## src/rtl/div_iterative.sv

```systemverilog
// Iterative restoring divider for DIV/DIVU/REM/REMU: one quotient bit per cycle,
// sign correction in a dedicated cycle, results held until the EX stage releases them.
module div_iterative #(
    parameter int DIV_WIDTH = 32
) (
    input  logic               clk,
    input  logic               rst_n,
    input  logic               div_start,
    input  logic [DIV_WIDTH:0] div_s1,
    input  logic [DIV_WIDTH:0] div_s2,
    input  logic               ex_stall,
    input  logic               div_kill,
    output logic [DIV_WIDTH:0] div_quotient,
    output logic [DIV_WIDTH:0] div_remainder,
    output logic               div_done,
    output logic               div_stall
);

    typedef enum logic [1:0] {
        IDLE = 2'd0,
        CALC = 2'd1,
        FIX  = 2'd2,
        DONE = 2'd3
    } state_t;

    localparam logic [DIV_WIDTH:0]   ONE_W1  = {{DIV_WIDTH{1'b0}}, 1'b1};
    localparam logic [DIV_WIDTH:0]   ZERO_W1 = {(DIV_WIDTH+1){1'b0}};
    localparam logic [DIV_WIDTH:0]   ONES_W1 = {(DIV_WIDTH+1){1'b1}};
    localparam logic [DIV_WIDTH-1:0] ZERO_W  = {DIV_WIDTH{1'b0}};
    localparam logic [5:0]           LAST_STEP = 6'(DIV_WIDTH - 1);

    // Two's-complement negation of a result-width value.
    function automatic logic [DIV_WIDTH:0] neg_w1(input logic [DIV_WIDTH:0] v);
        return ~v + ONE_W1;
    endfunction

    // Magnitude of a sign-extended operand; -2^31 still fits in DIV_WIDTH bits.
    function automatic logic [DIV_WIDTH-1:0] mag(input logic [DIV_WIDTH:0] v);
        logic [DIV_WIDTH:0] a;
        a = v[DIV_WIDTH] ? neg_w1(v) : v;
        return a[DIV_WIDTH-1:0];
    endfunction

    state_t                 state_r;
    state_t                 state_s;
    logic [5:0]             cnt_r;
    logic [DIV_WIDTH-1:0]   rem_r;
    logic [DIV_WIDTH-1:0]   quo_r;
    logic [DIV_WIDTH-1:0]   dmag_r;
    logic                   q_neg_r;
    logic                   r_neg_r;
    logic [DIV_WIDTH:0]     quotient_r;
    logic [DIV_WIDTH:0]     remainder_r;
    logic                   done_r;
    logic                   zero_s;
    logic [DIV_WIDTH:0]     shift_s;
    logic [DIV_WIDTH:0]     diff_s;
    logic                   ge_s;
    logic [DIV_WIDTH-1:0]   rem_step_s;
    logic [DIV_WIDTH-1:0]   quo_step_s;

    assign zero_s = (div_s2 == ZERO_W1);

    // One restoring step: quo_r doubles as the dividend shifter and quotient collector.
    always_comb begin
        shift_s    = {rem_r, quo_r[DIV_WIDTH-1]};
        diff_s     = shift_s - {1'b0, dmag_r};
        ge_s       = (shift_s >= {1'b0, dmag_r});
        rem_step_s = ge_s ? diff_s[DIV_WIDTH-1:0] : shift_s[DIV_WIDTH-1:0];
        quo_step_s = {quo_r[DIV_WIDTH-2:0], ge_s};
    end

    // Next-state logic; a kill overrides everything, including a fresh start.
    always_comb begin
        state_s = state_r;
        if (div_kill) begin
            state_s = IDLE;
        end else begin
            case (state_r)
                IDLE: begin
                    if (div_start) begin
                        state_s = zero_s ? DONE : CALC;
                    end else begin
                        state_s = IDLE;
                    end
                end
                CALC: begin
                    if (cnt_r == LAST_STEP) begin
                        state_s = FIX;
                    end else begin
                        state_s = CALC;
                    end
                end
                FIX:  state_s = DONE;
                DONE: begin
                    if (ex_stall) begin
                        state_s = DONE;
                    end else begin
                        state_s = IDLE;
                    end
                end
                default: state_s = IDLE;
            endcase
        end
    end

    // State register and registered done flag.
    always_ff @(posedge clk or negedge rst_n) begin
        if (!rst_n) begin
            state_r <= IDLE;
            done_r  <= 1'b0;
        end else begin
            state_r <= state_s;
            done_r  <= (state_s == DONE);
        end
    end

    // Datapath: operands latched only in IDLE, results written only in FIX or on divide-by-zero.
    always_ff @(posedge clk or negedge rst_n) begin
        if (!rst_n) begin
            cnt_r       <= 6'd0;
            rem_r       <= ZERO_W;
            quo_r       <= ZERO_W;
            dmag_r      <= ZERO_W;
            q_neg_r     <= 1'b0;
            r_neg_r     <= 1'b0;
            quotient_r  <= ZERO_W1;
            remainder_r <= ZERO_W1;
        end else if (!div_kill) begin
            case (state_r)
                IDLE: begin
                    if (div_start) begin
                        if (zero_s) begin
                            quotient_r  <= ONES_W1;
                            remainder_r <= div_s1;
                        end else begin
                            quo_r   <= mag(div_s1);
                            rem_r   <= ZERO_W;
                            dmag_r  <= mag(div_s2);
                            q_neg_r <= div_s1[DIV_WIDTH] ^ div_s2[DIV_WIDTH];
                            r_neg_r <= div_s1[DIV_WIDTH];
                            cnt_r   <= 6'd0;
                        end
                    end
                end
                CALC: begin
                    rem_r <= rem_step_s;
                    quo_r <= quo_step_s;
                    cnt_r <= cnt_r + 6'd1;
                end
                FIX: begin
                    quotient_r  <= q_neg_r ? neg_w1({1'b0, quo_r}) : {1'b0, quo_r};
                    remainder_r <= r_neg_r ? neg_w1({1'b0, rem_r}) : {1'b0, rem_r};
                end
                default: begin
                end
            endcase
        end
    end

    assign div_quotient  = quotient_r;
    assign div_remainder = remainder_r;
    assign div_done      = done_r;
    assign div_stall     = div_start & ~done_r;

endmodule

```

## config.mk

```make
export PLATFORM = sky130hd
export DESIGN_NAME = div_iterative
export DESIGN_NICKNAME = d
export VERILOG_FILES = /design/src/rtl/div_iterative.sv
export SDC_FILE = /design/constraint.sdc
export NUM_CORES = 1
export LEC_CHECK = 0
export CAP_MARGIN = 25
export CELL_PAD_IN_SITES_DETAIL_PLACEMENT = 1
export CELL_PAD_IN_SITES_GLOBAL_PLACEMENT = 1
export CORE_UTILIZATION = 43
export CTS_CLUSTER_DIAMETER = 30
export CTS_CLUSTER_SIZE = 30
export DETAILED_ROUTE_END_ITERATION = 10
export PLACE_DENSITY_LB_ADDON = 0.08
export SETUP_SLACK_MARGIN = 0.1
export SLEW_MARGIN = 10
export SYNTH_ARGS = -nofsm -noshare
export SYNTH_HDL_FRONTEND = slang
export SYNTH_SLANG_ARGS = --single-unit
export TNS_END_PERCENT = 10
```

## constraint.sdc

```tcl
create_clock -name clk -period 3.9 [get_ports clk]
set_input_delay 0.78 -clock clk [delete_from_list [all_inputs] [get_ports clk]]
set_output_delay 0.78 -clock clk [all_outputs]
set_load 0.05 [all_outputs]
```

==> run_results.csv <==
group,metric,value,unit
status,status,"finished, violations left",
status,violations,"DRC",
sta,rsz0062_at_grt,"no",
logic_synthesis,seq_area_frac_synth,37.2,%
setup_path,crit-reg2reg-launch,"quo_r[31]",
finish,nNetsFinal,1635,
placed_design,portBuffers,138,
sta,period_needed,3.63,ns
setup_path,reg2regPathDepth,13,
route,wire_per_inst,17.4,um
finish,num_antenna_cells,0,
finish,area_growth,21.0,%
clocking,cts_resized,0,
sta,fmax,276,MHz
clocking,root_buffer,"clkbuf_16",
sta,hold_viol,0,
sta,slew_headroom,37.5,%
logic_synthesis,ys.flop_type,"dfrtp_1",
logic_synthesis,synth.distinct_cells,72,
setup_path,path_cells,"inv_1, ha_1, inv_1, fa_1, a21o_1, a221oi_2, a21oi_1, a31oi_1, o31ai_1, a21o_1, a311oi_1, mux2_2, nand2_1",
sta,finalCritPeriodShare,93.1,%
clocking,cts_buffers,17,
finish,fin_util,53.6,%
logic_synthesis,synth.largest_area_cell,"dfrtp_1",
global_route,grt_max_degree,81,
global_route,grtUsageTotal,24.1,%
power_and_ir_drop,p_leak,6.07,nW
setup_path,crit_fanout,4,
setup_path,arrival,3.99,ns
global_route,grt-ovfl-total,0,
placed_design,hpwl,25.1,mm
finish,fin_area,14100,um2
sta,finalMaxSlewViolations,0,
setup_path,rrSetupSlack,0.27,ns
setup_path,reg2reg_to,"rem_r[30]",
setup_path,critPathKind,"reg -> reg",
placed_design,gp_congestion,0.897,
sta,finalSetupViolCount,0,
global_route,antenna_found_initial,0,
hold_path,hp-class,"in -> async",
floorplanning,start_util,44.3,%
logic_synthesis,syn_nets,1527,
logic_synthesis,avgSynthCellArea,8.21,um2
floorplanning,die_x,167,um
setup_path,crit_path_end_kind,"flop",
clocking,cts_sinks,173,
floorplanning,dieHeight,167,um
setup_path,cp_slowest_stage_delay,0.44,ns
clocking,cts_tree,"done",
setup_path,cp_slowest_cell,"dfrtp_1",
global_route,grt_pass1_wl,54.7,mm
route,wirelength,32.5,mm
route,drc,12,
floorplanning,core,26300,um2
route,detail_route.iter0.violations,479,
logic_synthesis,synth_edf_count,0,
logic_synthesis,syn_area,11600,um2
clocking,postCtsSetupBuffers,0,
logic_synthesis,synth-seq-cells,173,
floorplanning,rows,59,
sta,worst_pin_slew,0.937,ns
setup_path,worstPathRequired,4.26,ns
sta,setup_tns,0,ns
clocking,cts_max_level,4,
clocking,cts.path.max_buffers,2,
logic_synthesis,synth.area.top_cells,"dfrtp_1 (37%), xor2_1 (6.8%), o21ai_0 (6.1%)",
run,maxCapViolCount,0,
floorplanning,io_pins,139,
logic_synthesis,yosysWarnings,0,
power_and_ir_drop,peakVddDrop,0.304,mV
logic_synthesis,synthCells,1418,
power_and_ir_drop,powerDensity,603,nW/um2
clocking,hold_buffers,0,
clocking,clk-insertion-delay-late,0.44,ns
route,vias_per_cell,5.58,
setup_path,cp-start-kind,"flop",
global_route,grt_pass1_vias,10600,
clocking,cts.clk_slew.worst_paths,0.08,ns
placed_design,place_area,13400,um2
logic_synthesis,yosys-top-cells-count,"nand2_1 (180), dfrtp_1 (173), nor2_1 (144), o21ai_0 (142), a21oi_1 (141)",
logic_synthesis,async_flop_share,100,%
route,vias,10500,
finish,layout-drive-gt1-share,6.50,%
route,detail-route-antenna-nets,0,
logic_synthesis,synth_top_area_share,37.2,%
floorplanning,die_area,27700,um2
route,dr.pass1.iters,7,
logic_synthesis,synth.most_common_cell,"nand2_1",
sta,finClkSkew,0.0179,ns
[area by class of cell]
cell class	count	area, um2
repair buffers	169	1680
fillers	3149	12200
well taps	335	419
multi-input cells	1116	6830
clock buffers	19	443
flip-flops and latches	173	4330
inverters	49	184
clock inverters	13	200
[worst max path at each step]
| stage | end | start | slack [ns] | depth (start not counted) |
|---|---|---|---|---|
| final | rem_r[30] | quo_r[31] | 0.27 | 13 |
| after global routing | rem_r[30] | quo_r[31] | 0.14 | 13 |
| after CTS | rem_r[30] | quo_r[31] | 0.29 | 13 |
| after detailed placement | div_remainder[30] | div_s2[20] | 0.23 | 9 |
| after global placement | quo_r[31] | div_s1[12] | 0.30 | 10 |
| after floorplan | rem_r[30] | quo_r[31] | 0.84 | 13 |
[kinds of logic (layout without fill, tap and decap cells)]
kind of cell / after synthesis / count (layout) / synth area share [%]
adder cells (fa/ha/maj): 38 / 38 / 4.15
AO/OA/AOI/OAI: 463 / 463 / 24.0
flip-flops: 173 / 173 / 37.2
AND/OR/NAND/NOR: 454 / 454 / 17.9
buffers and inverters: 129 / 250 / 4.46
XOR/XNOR: 147 / 147 / 11.1
multiplexers: 14 / 14 / 1.25
[per-stage QoR]
step,setup slack [ns],total power (W),cells,hold WS [ns]
detailed placement,0.228,0.00664,1840,0.465
global route,0.141,0.00900,1874,0.449
CTS,0.286,0.00855,1872,0.406
global placement,0.296,0.00654,1840,0.450
finish,0.271,0.00850,1874,0.381
floorplan,0.837,0.00533,1418,0.438
[critical path: cells and delay by family, from the launching register on]
family	cells	cell delay, ns
AOI/OAI and AO/OA	7	1.73
muxes	1	0.38
DFF	1	0.44
and+or+nand+nor	1	0.05
adders and majority gates	2	0.62
buffers and inverters	2	0.32
[sequential cells by signal (all words and copies together) (netlist names)]
name           count
cnt_r              6
div_done           1
div_quotient      33
div_remainder     33
dmag_r            32
q_neg_r            1
quo_r             32
r_neg_r            1
rem_r             32
state_r            2
[cell usage in the layout (no fill, tap or decap), types with 4 or more instances in the layout]
master,synthesis,routed
a211oi_1,4,4
a21o_1,15,15
a21oi_1,141,141
a31oi_1,7,6
a32oi_1,14,14
and3_1,6,6
buf_12,0,4
buf_4,1,25
bufinv_16,0,4
clkbuf_16,0,17
clkdlybuf4s50_1,0,137
dfrtp_1,173,173
ha_1,37,37
inv_1,49,49
inv_6,0,4
mux2i_1,10,10
nand2_1,180,180
nand2b_1,13,13
nand3_1,13,13
nand4_1,9,9
nor2_1,144,141
nor2b_1,10,9
nor3_1,19,19
nor4_1,6,6
o21a_1,7,7
o21ai_0,142,142
o21ai_1,31,31
o21bai_1,4,4
o22ai_1,13,13
o31ai_1,32,32
o31ai_2,4,4
o41ai_1,14,14
or2_2,4,4
or3_1,21,21
or4_1,7,7
xnor2_1,57,57
xor2_1,90,90
[where the power goes]
| group | switching (W) | internal (W) |
|---|---|---|
| registers | 0.000427 | 0.00232 |
| logic | 0.00247 | 0.00138 |
| clock network | 0.000785 | 0.00111 |
| total | 0.00368 | 0.00481 |
[per-layer routing]
metal | part of all wire [%] | GRT usage [%] | up-vias
met3 | 2.2 | 2.71 | 39
met1 | 47 | 31.3 | 5023
met2 | 48 | 42.0 | 162
li1 | - | - | 5237
met5 | 0 | 0 | -
met4 | 2.2 | 7.77 | 0
(Power assumes the default switching activity.)
